==> src/rtl/uart_frame_loader.sv <==
// uart_frame_loader
// Decodes SOF / NUM_FIELDS payload bytes / [checksum] / EOF frames from a UART
// byte stream, range-checks every field and publishes all fields at once with a
// one-cycle o_load pulse. Discarded frames raise a one-cycle o_err with a cause:
// 0 range, 1 checksum, 2 framing, 3 inter-byte timeout.
// Build option: define UART_FRAME_CHECKSUM_EN to expect an XOR-of-payload byte
// between the last field and EOF.
module uart_frame_loader #(
  parameter int unsigned               NUM_FIELDS  = 2,
  parameter int unsigned               FIELD_W     = 6,
  parameter logic [NUM_FIELDS*8-1:0]   FIELD_MAX   = {8'd59, 8'd23},
  parameter logic [7:0]                SOF_BYTE    = 8'hFF,
  parameter logic [7:0]                EOF_BYTE    = 8'hFF,
  parameter int unsigned               TIMEOUT_CYC = 100000
) (
  input  logic                          i_clock,
  input  logic                          reset,
  input  logic                          i_rx_dv,
  input  logic [7:0]                    i_rx_byte,
  output logic [NUM_FIELDS*FIELD_W-1:0] o_fields,
  output logic                          o_load,
  output logic                          o_err,
  output logic [1:0]                    o_err_code,
  output logic                          o_busy
);

  localparam int unsigned IDX_W = (NUM_FIELDS > 1) ? $clog2(NUM_FIELDS) : 1;
  localparam int unsigned CNT_W = (TIMEOUT_CYC > 0) ? $clog2(TIMEOUT_CYC + 1) : 1;
  // Expiry is decided on the idle cycle that would bring the count to TIMEOUT_CYC,
  // so the pulse is registered on that same edge.
  localparam logic [CNT_W-1:0] CNT_LAST = (TIMEOUT_CYC > 0) ? CNT_W'(TIMEOUT_CYC - 1) : '0;
  localparam logic [IDX_W-1:0] IDX_LAST = IDX_W'(NUM_FIELDS - 1);

  localparam logic [1:0] ERR_RANGE   = 2'd0;
  localparam logic [1:0] ERR_CSUM    = 2'd1;
  localparam logic [1:0] ERR_FRAMING = 2'd2;
  localparam logic [1:0] ERR_TIMEOUT = 2'd3;

  typedef enum logic [1:0] {
    S_IDLE,
    S_FIELD,
`ifdef UART_FRAME_CHECKSUM_EN
    S_CHK,
`endif
    S_EOF
  } state_t;

  state_t                          state_q, state_d;
  logic [NUM_FIELDS*FIELD_W-1:0]   shadow_q;
  logic [IDX_W-1:0]                idx_q;
  logic [CNT_W-1:0]                cnt_q;
  logic                            load_d, err_d;
  logic [1:0]                      code_d;
  logic                            sof_hit, in_range, last_field, eof_ok, timeout_hit;
  logic                            csum_ok;

`ifdef UART_FRAME_CHECKSUM_EN
  logic [7:0] csum_q;
  assign csum_ok = (i_rx_byte == csum_q);
`else
  assign csum_ok = 1'b0;
`endif

  assign sof_hit     = (i_rx_byte == SOF_BYTE);
  assign eof_ok      = (i_rx_byte == EOF_BYTE);
  assign in_range    = (i_rx_byte <= FIELD_MAX[8*idx_q +: 8]) &&
                       ((i_rx_byte >> FIELD_W) == 8'd0);
  assign last_field  = (idx_q == IDX_LAST);
  // A byte arriving in the expiry cycle takes precedence over the timeout.
  assign timeout_hit = (TIMEOUT_CYC != 0) && (state_q != S_IDLE) &&
                       !i_rx_dv && (cnt_q == CNT_LAST);
  assign o_busy      = (state_q != S_IDLE);

  // State register.
  always_ff @(posedge i_clock or negedge reset) begin
    if (!reset) state_q <= S_IDLE;
    else        state_q <= state_d;
  end

  // Next-state decode: every deciding byte or an expiry returns to IDLE except
  // accepted fields and a matching checksum.
  always_comb begin
    state_d = state_q;
    if (i_rx_dv) begin
      case (state_q)
        S_IDLE:  if (sof_hit) state_d = S_FIELD;
        S_FIELD: begin
          if (!in_range) state_d = S_IDLE;
`ifdef UART_FRAME_CHECKSUM_EN
          else if (last_field) state_d = S_CHK;
`else
          else if (last_field) state_d = S_EOF;
`endif
        end
`ifdef UART_FRAME_CHECKSUM_EN
        S_CHK:   state_d = csum_ok ? S_EOF : S_IDLE;
`endif
        S_EOF:   state_d = S_IDLE;
        default: state_d = S_IDLE;
      endcase
    end else if (timeout_hit) begin
      state_d = S_IDLE;
    end
  end

  // Output decode: next values of the registered load/error pulses and cause.
  always_comb begin
    load_d = 1'b0;
    err_d  = 1'b0;
    code_d = ERR_RANGE;
    if (i_rx_dv) begin
      case (state_q)
        S_FIELD: if (!in_range) begin
          err_d  = 1'b1;
          code_d = ERR_RANGE;
        end
`ifdef UART_FRAME_CHECKSUM_EN
        S_CHK: if (!csum_ok) begin
          err_d  = 1'b1;
          code_d = ERR_CSUM;
        end
`endif
        S_EOF: begin
          if (eof_ok) begin
            load_d = 1'b1;
          end else begin
            err_d  = 1'b1;
            code_d = ERR_FRAMING;
          end
        end
        default: ;
      endcase
    end else if (timeout_hit) begin
      err_d  = 1'b1;
      code_d = ERR_TIMEOUT;
    end
  end

  // Shadow fields, field index and registered outputs; o_fields moves only on a good EOF.
  always_ff @(posedge i_clock or negedge reset) begin
    if (!reset) begin
      shadow_q   <= '0;
      idx_q      <= '0;
      o_fields   <= '0;
      o_load     <= 1'b0;
      o_err      <= 1'b0;
      o_err_code <= '0;
    end else begin
      o_load     <= load_d;
      o_err      <= err_d;
      o_err_code <= code_d;
      if (load_d) o_fields <= shadow_q;
      if (i_rx_dv && (state_q == S_IDLE) && sof_hit) idx_q <= '0;
      if (i_rx_dv && (state_q == S_FIELD) && in_range) begin
        shadow_q[FIELD_W*idx_q +: FIELD_W] <= i_rx_byte[FIELD_W-1:0];
        if (!last_field) idx_q <= idx_q + 1'b1;
      end
    end
  end

`ifdef UART_FRAME_CHECKSUM_EN
  // XOR accumulator over accepted payload bytes, cleared on SOF.
  always_ff @(posedge i_clock or negedge reset) begin
    if (!reset) begin
      csum_q <= '0;
    end else if (i_rx_dv) begin
      if ((state_q == S_IDLE) && sof_hit)         csum_q <= '0;
      else if ((state_q == S_FIELD) && in_range)  csum_q <= csum_q ^ i_rx_byte;
    end
  end
`endif

  // Inter-byte idle counter: runs only inside a frame, cleared by any byte or expiry.
  always_ff @(posedge i_clock or negedge reset) begin
    if (!reset) begin
      cnt_q <= '0;
    end else if ((TIMEOUT_CYC == 0) || (state_q == S_IDLE) || i_rx_dv || timeout_hit) begin
      cnt_q <= '0;
    end else begin
      cnt_q <= cnt_q + 1'b1;
    end
  end

endmodule

==> config.mk <==
export PLATFORM = sky130hd
export DESIGN_NAME = uart_frame_loader
export DESIGN_NICKNAME = d
export VERILOG_FILES = /design/src/rtl/uart_frame_loader.sv
export SDC_FILE = /design/constraint.sdc
export NUM_CORES = 1
export LEC_CHECK = 0
export ABC_AREA = 1
export CORE_MARGIN = 10
export CORE_UTILIZATION = 49
export CTS_CLUSTER_SIZE = 25
export DETAILED_ROUTE_END_ITERATION = 8
export GPL_TIMING_DRIVEN = 0
export PLACE_DENSITY = 0.81
export SLEW_MARGIN = 20
export SYNTH_ARGS = -nofsm -noshare
export SYNTH_HDL_FRONTEND = slang
export SYNTH_SLANG_ARGS = --single-unit
==> constraint.sdc <==
create_clock -name i_clock -period 4.5 [get_ports i_clock]
set_input_delay 1.35 -clock i_clock [delete_from_list [all_inputs] [get_ports i_clock]]
set_output_delay 1.35 -clock i_clock [all_outputs]
set_load 0.03 [all_outputs]
# After elaboration in Yosys (flattened, before gate mapping)
# Cells that the tools add are included.
# totals
ram_bits,0
rom_bits,0
reg_bits,48
n_memories,0
out_inout_bits,17
latch_bits,0
# op_classes
n_lt_le_gt_ge,1
eq_ne,6
multipliers,1
mux,23
n_bitwise,0
add_sub_neg,3
n_reduce_logical,15
n_div,0
n_shift,3
# ops
op,count
4-bit negator with 34-bit output,1
"6-bit by 34-bit variable shift with 12-bit output, first input constant",1
6-bit by 34-bit variable part select with 12-bit output,1
2-bit two-way mux,9
"17-bit by 1-bit adder with 17-bit output, second input constant",1
"17-bit equality test, second input constant",1
17-bit two-way mux,1
"16-bit by 5-bit variable part select with 8-bit output, first input constant",1
12-bit bitwise mux,1
1-bit two-way mux,10
"8-bit equality test, second input constant",1
8-bit <= comparator,1
8-bit logical NOT,1
1-bit logical AND,7
"4-bit != test, second input constant",1
2-bit one-hot mux with 2 select lines,1
2-bit nonzero test,2
"2-bit by 1-bit multiplier with 3-bit output, first input constant",1
"3-bit != test, second input constant",1
3-bit AND reduction,1
"2-bit by 1-bit equality test with 1-bit output, second input constant",1
"2-bit equality test, second input constant",1
2-bit logical NOT,1
1-bit logical OR,2
3 further kinds,3

# Longest topological paths before layout
# Gate-level depths: netlist of the first run.
# depth
depth_word,6
ltp_mapped,12
depth_no_buf,12

# Worst setup path before layout of the first run
# Ideal clock, no wire load.
# synth_path
kind,input-to-reg
startpoint,in i_rx_byte[3]
endpoint,reg shadow_q[10]
arrival_ns,2.366
required_time_ns,4.383
setup_ns,0.117
setup_slack_ns,2.017
path_stages,11
cell_sequence,ha_1 -> nand2_1 -> nand2_1 -> nand2_1 -> nand2_1 -> nand2_2 -> nand2_2 -> nor2_4 -> nand2_4 -> nand2_1 -> o21ai_2
# synth_via
elab_chain_cells,3
word_cells_on_any_way,5
classes_between,order compare: 1; shift: 1; mux: 1; reduce/logical: 2
# synth_rtl
item,line_no,text
"start, declared",19,"input logic [7:0] i_rx_byte,"
8-bit <= comparator,66,assign in_range = (i_rx_byte <= FIELD_MAX[8*idx_q +: 8]) &&
1-bit logical AND,66,
1-bit logical AND,154,if (i_rx_dv && (state_q == S_FIELD) && in_range) begin
"end signal, assigned by index",155,shadow_q[FIELD_W*idx_q +: FIELD_W] <= i_rx_byte[FIELD_W-1:0];
"end, declared",49,logic [NUM_FIELDS*FIELD_W-1:0] shadow_q;
# Several ways; a longest one is shown, not always the timed one.
# A chain may end at the register's enable or synchronous reset.

# Final worst setup path of the first run
# layout_path
startpoint,reg state_q[0]
endpoint,out o_busy
# layout_via
elab_chain_cells,1
# layout_rtl
item,line_no,text
"start, declared",48,"state_t state_q, state_d;"
"start signal, assigned",77,else state_q <= state_d;
2-bit nonzero test,72,assign o_busy = (state_q != S_IDLE);
"end, declared",24,output logic o_busy
# Every way passes these cells.

==> results of run 1 <==
layout make-up:
class / count / area (µm²) / share of cell area, %
Multi-Input combinational cell: 204 / 1156 / 39.12
Buffer: 5 / 43.79 / 1.482
Clock buffer: 7 / 86.33 / 2.921
Tap cell: 67 / 83.83 / 2.837
Clock inverter: 1 / 7.507 / 0.2540
Inverter: 27 / 101.3 / 3.429
Timing Repair Buffer: 27 / 275.3 / 9.314
Sequential cell: 48 / 1201 / 40.64
worst max-delay path, cell delays in order (launching register included):
cell and delay [ns]:
dfrtp_1 0.38, inv_1 0.08, ha_1 0.25, inv_1 0.11, clkdlybuf4s50_1 0.68
state kept, by name (all words and copies together), names as in the netlist:
signal	cells
o_load	1
o_err	1
cnt_q	17
idx_q	1
shadow_q	12
state_q	2
o_fields	12
o_err_code	2
metal layers:
metal,GRT usage (%),share of wire [%],vias up
met1,15.22,44,914
met5,0,0,-
met4,4.569,1.6,0
li1,-,-,966
met2,21.56,49,46
met3,3.128,5.3,7
where the power goes:
group / total [µW] / switching [µW] / internal (µW)
Clock: 265 / 140 / 125
Combinational: 215 / 132 / 83.3
Sequential: 525 / 42.7 / 482
placed cells by master (no fill, tap or decap), drive strengths merged, types with 4 or more instances in the layout:
cell | Yosys | final
xor2 | 6 | 6
inv | 27 | 27
nor2 | 37 | 37
nand2 | 97 | 97
nand3 | 13 | 13
ha | 13 | 13
buf | 4 | 6
nand4 | 8 | 8
clkdlybuf4s50 | 0 | 25
nor3 | 11 | 11
a21oi | 4 | 4
o21ai | 9 | 9
clkbuf | 1 | 8
dfrtp | 48 | 48
Yosys cell counts (all sizes together):
cell     n
nand4    8
nand2   97
ha      13
nand3   13
o31ai    1
dfrtp   48
inv     27
buf      4
xor2     6
o21ai    9
nor3b    1
a21oi    4
nor3    11
nand3b   1
nor4     1
xnor2    1
clkbuf   1
a211oi   1
nor2    37
metrics by stage:
step	total power, µW	cells	cell area (µm²)	hold slack, ns	util, %
2_1_floorplan	681.9	284	2502	0.4392	-
3_3_place_gp	737.5	377	2846	0.4563	58.71
3_5_place_dp	749.5	378	2861	0.4581	59.02
4_1_cts	1015	386	2955	0.4738	60.95
5_1_grt	1072	386	2955	0.5033	60.95
6_report	1005	386	2955	0.4704	60.95
path summary, 6_finish.rpt:
| check | depth (start not counted) | slack (ns) | startpoint | to |
|---|---|---|---|---|
| hold / removal | 1 | 0.47 | cnt_q[0] | cnt_q[0] |
| min in group asynchronous | 1 | 0.96 | reset | shadow_q[11] |
| max in group asynchronous | 2 | 3.03 | reset | cnt_q[7] |
| hold reg to reg | 1 | 0.47 | cnt_q[0] | cnt_q[0] |
| setup / recovery | 4 | 1.35 | state_q[0] | o_busy |
| setup reg to reg | 11 | 2.32 | idx_q | shadow_q[7] |
cells by family (layout without fill, tap and decap cells):
logic type	Yosys count	in the layout	synth area share [%]
adder cells (fa/ha/maj)	13	13	6.500
XOR/XNOR	7	7	2.450
AO/OA/AOI/OAI	15	15	3.800
flip-flops	48	48	48.00
AND/OR/NAND/NOR	169	169	33.45
buffers and inverters	32	67	5.800
==> impl_results.md, run 1 <==
* Top cells by area, synth: dfrtp_1 48%, nand2_1 13%, ha_1 6.5%, inv_1 3.8%, nor2_1 3.6%
* Required time worst endpoint at 3.15 ns
* # rows at 25
* Place WS at 1.367 ns
* Ant. Diodes at 0
* Dominant cell type by area after synthesis: dfrtp_1
* Clock root cell: clkbuf_8
* Starting density of the core at 51.61%
* DRT iter0 DRCs at 130
* Cells after Synth at 284
* Post-CTS setup buffers at 0
* Cts repair resizes at 0
* Worst Max-Slew Pin Slew at 0.4355 ns
* Cts bufs inserted at 5
* Fin nets at 342
* Total track usage at 12.72%
* Setup TNS at 0 ns
* Placer Congestion at 0.9257
* Outcome: complete, no violations
* Die height at 91.46 µm
* Die Span X at 91.46 µm
* Min-Delay Path Class: reg2reg
* Hold buffers post-CTS at 0
* Worst skew pair latency at 0.30 ns
* Period utilization at 69.99%
* Core ar. at 0.004848 mm²
* HPWL Detailed at 3.866 mm
* Warnings from Yosys at 0
* DR vias/cell at 5.008
* Slew margin rel. at 70.97%
* Crit Path Class: reg2out
* Register area share after synthesis at 48.00%
* Crit. End Element: output port
* Max-slew violations at 0
* Clock sink count at 48
* Final hold vios at 0
* Final WL at 5.001 mm
* Synth-to-Final Area Change at 18.10%
* #FFs+latches synth at 48
* Maximum buffer depth of the clock tree at 2
* Synth top area share at 48.00%
* Leak at 0.001394 µW
* DR pass1 iterations at 4
* Mapped Area at 0.002502 mm²
* Layout cells sized above 1 at 14.73%
* H-tree levels at 2
* Final Skew at 0.006662 ns
* Overflow left after global routing at 0
* I/O Buffers at 26
* Number of global-route vias before repair at 1916
* IR drop worst, VDD at 0.1691 mV
* Largest net degree at the start of global routing at 34
* Synthesized area per cell at 8.811 µm²
* I/O pin cnt at 28
* First-pass GRT wire length at 8.887 mm
* RSZ-0062 raised after global routing: false
* Reg clk slew, reported paths at 0.09 ns
* Fmax at 317.5 MHz
* P per Cell Area at 340.0 mW/mm²
* Initial antenna violation count at 0
* CTS tree: done
* # fillers at 424
* Max-Cap Viols at 0
* DRC viols at 0
* Cell variety after synth at 32
* Crit path time final at 3.150 ns
* Final Setup Violations at 0
* Post-synthesis net count at 308
* Via count at 1933
* Setup ws final at 1.350 ns
* Die area at 0.008365 mm²
* Peak fanout along the critical path at 3
* Post-DR wirelength/cell at 12.96 µm
* Critical Path Start Type: register
* CP arrival at 1.80 ns
* DRT antenna net count at 0
Power figures use the tool's default switching activity.
==> run 2: changes to the inputs <==
--- a/config.mk
+++ b/config.mk
@@ -11,7 +11,7 @@
 export CTS_CLUSTER_SIZE = 25
 export DETAILED_ROUTE_END_ITERATION = 8
 export GPL_TIMING_DRIVEN = 0
-export PLACE_DENSITY = 0.81
+export PLACE_DENSITY = 0.84
 export SLEW_MARGIN = 20
 export SYNTH_ARGS = -nofsm -noshare
 export SYNTH_HDL_FRONTEND = slang
==> constraint.sdc (replaced) <==
create_clock -name i_clock -period 2.71 [get_ports i_clock]
set_input_delay 0.813 -clock i_clock [delete_from_list [all_inputs] [get_ports i_clock]]
set_output_delay 0.813 -clock i_clock [all_outputs]
set_load 0.03 [all_outputs]
==> impl_results.md, run 2 (synthesized netlist as in run 1, its figures left out) <==
* Outcome: complete, no violations
* Final Setup Violations at 0
* Post-DR wirelength/cell at 12.90 µm
* Crit. End Element: output port
* Cell mode on critical path: inv_1
* Crit path time final at 2.608 ns
* Die area at 0.008365 mm²
* Clock sink count at 48
* IR drop worst, VDD at 0.2886 mV
* Max reg flops at 17
* Most frequent cells in the layout: 88 x nand2_1, 48 x dfrtp_1, 25 x inv_1, 25 x clkdlybuf4s50_1, 24 x nor2_1
* Leak at 0.001405 µW
* Fmax at 383.4 MHz
* Die Span X at 91.46 µm
* Top sig layer: met4
* Period utilization at 96.25%
* First-pass GRT wire length at 8.983 mm
* Fin nets at 342
* Required time worst endpoint at 1.90 ns
* Most common cell after layout, fill and taps aside: nand2_1
* RSZ-0062 raised after global routing: false
* Starting density of the core at 51.61%
* DR pass1 iterations at 4
* M1 WL at 2.210 mm
* Post-CTS setup buffers at 0
* Core ar. at 0.004848 mm²
* Top Family by Delay on Critical Path: buffers and inverters
* Hold buffers post-CTS at 0
* Worst skew pair latency at 0.30 ns
* I/O pin cnt at 28
* Clock root cell: clkbuf_8
* Ant. Diodes at 0
* Reg clk slew, reported paths at 0.09 ns
* P per Cell Area at 585.4 mW/mm²
* Fin area at 0.002969 mm²
* Number of global-route vias before repair at 1985
* Final hold vios at 0
* Final Skew at 0.004384 ns
* Layout cells sized above 1 at 14.73%
* Met2 wire length at 2.475 mm
* I/O Buffers at 26
* DR vias/cell at 5.054
* DRT antenna net count at 0
* CP bufs+invs at 3
* CTS tree: done
* CP max stage delay at 0.68 ns
* WL met3 at 188 µm
* Setup TNS at 0 ns
* Initial antenna violation count at 0
* Via count at 1951
* R2R Path Start: idx_q
* Slew margin rel. at 71.58%
* # fillers at 405
* Peak fanout along the critical path at 3
* HPWL Detailed at 3.921 mm
* DRC viols at 0
* Final WL at 4.979 mm
* Cts bufs inserted at 5
* Synth-to-Final Area Change at 18.65%
* Max-Cap Viols at 0
* Placer Congestion at 0.9579
* Max-slew violations at 0
* Total track usage at 12.70%
* Cts repair resizes at 0
* # rows at 25
* Crit path cell chain: inv_1, ha_1, inv_1, clkdlybuf4s50_1
* Maximum buffer depth of the clock tree at 2
* Largest reg by FF count: cnt_q
* Worst Max-Slew Pin Slew at 0.4264 ns
* Min-Delay Path Class: in2async
* Critical path origin: state_q[0]
* Crit Path Class: reg2out
* CP arrival at 1.80 ns
* Overflow left after global routing at 0
* CP max stage cell: clkdlybuf4s50_1
* Regs by FF count: cnt_q x17, o_fields x12, shadow_q x12
* DRT iter0 DRCs at 120
* Die height at 91.46 µm
* Placed Area at 0.002861 mm²
* Critical Path Start Type: register
* Largest net degree at the start of global routing at 33
* H-tree levels at 2
-- run 2: cell types whose count changed in the layout (fill, tap and decap cells not counted) --
cell        previous run  this run
clkinvlp_4             1         0
clkinv_2               0         1
clkbuf_8               6         5
bufinv_16              0         1
-- run 2: metal layers --
metal  up-vias  track usage [%]
met5         -                0
met4         0            5.744
met3        11            2.881
met2        49            21.80
met1       926            14.66
li1        965                -
-- run 2: path summary, 6_finish.rpt --
kind / end / slack [ns] / cells past startpoint
setup / recovery: o_busy / 0.10 / 4
hold / removal: cnt_q[1] / 0.43 / 1
setup reg to reg: shadow_q[7] / 0.50 / 11
hold reg to reg: cnt_q[0] / 0.47 / 1
max in group asynchronous: shadow_q[2] / 1.79 / 2
min in group i_clock: cnt_q[0] / 0.47 / 1
-- run 2: area by class of cell --
| class | instances | area [µm²] | area share (%) |
|---|---|---|---|
| Timing Repair Buffer | 27 | 275.3 | 9.271 |
| Multi-Input combinational cell | 204 | 1156 | 38.94 |
| Sequential cell | 48 | 1201 | 40.46 |
| Clock buffer | 6 | 72.57 | 2.444 |
| Tap cell | 67 | 83.83 | 2.823 |
| Buffer | 5 | 43.79 | 1.475 |
| Inverter | 27 | 101.3 | 3.413 |
| Clock inverter | 2 | 35.03 | 1.180 |
-- run 2: power by group --
group	internal [µW]	leakage (µW)	total [µW]	switching (µW)
Sequential	801	0.000657	875	73.5
Clock	274	0.0000552	504	230
Combinational	138	0.000693	359	221
Total	1210	0.00140	1740	525
-- run 2: through the flow --
stage	util [%]	worst slack [ns]	std cells	hold slack [ns]	power [µW]
6_report	61.24	0.1016	386	0.4315	1738
3_3_place_gp	58.71	-0.4807	377	0.4539	1224
3_5_place_dp	59.02	0.05242	378	0.4576	1253
2_1_floorplan	-	0.7640	284	0.4392	1132
5_1_grt	61.24	0.009561	386	0.4528	1850
4_1_cts	61.24	0.08657	386	0.4436	1757
==> run 3: changes to the inputs <==
--- a/config.mk
+++ b/config.mk
@@ -11,7 +11,7 @@
 export CTS_CLUSTER_SIZE = 25
 export DETAILED_ROUTE_END_ITERATION = 8
 export GPL_TIMING_DRIVEN = 0
-export PLACE_DENSITY = 0.84
+export PLACE_DENSITY = 0.81
 export SLEW_MARGIN = 20
 export SYNTH_ARGS = -nofsm -noshare
 export SYNTH_HDL_FRONTEND = slang
==> constraint.sdc (replaced) <==
create_clock -name i_clock -period 3 [get_ports i_clock]
set_input_delay 0.9 -clock i_clock [delete_from_list [all_inputs] [get_ports i_clock]]
set_output_delay 0.9 -clock i_clock [all_outputs]
set_load 0.03 [all_outputs]
==> results of run 3 <==
The final DEF is identical to that of run 1. Status: complete, no violations.
Main changes from that run: setup slack after placement 1.367 ns -> 0.3165 ns; setup slack after layout 1.350 ns -> 0.3003 ns; register-to-register setup slack 2.32 ns -> 0.82 ns; total power 1005 µW -> 1507 µW; worst IR drop on VDD 0.1691 mV -> 0.2536 mV
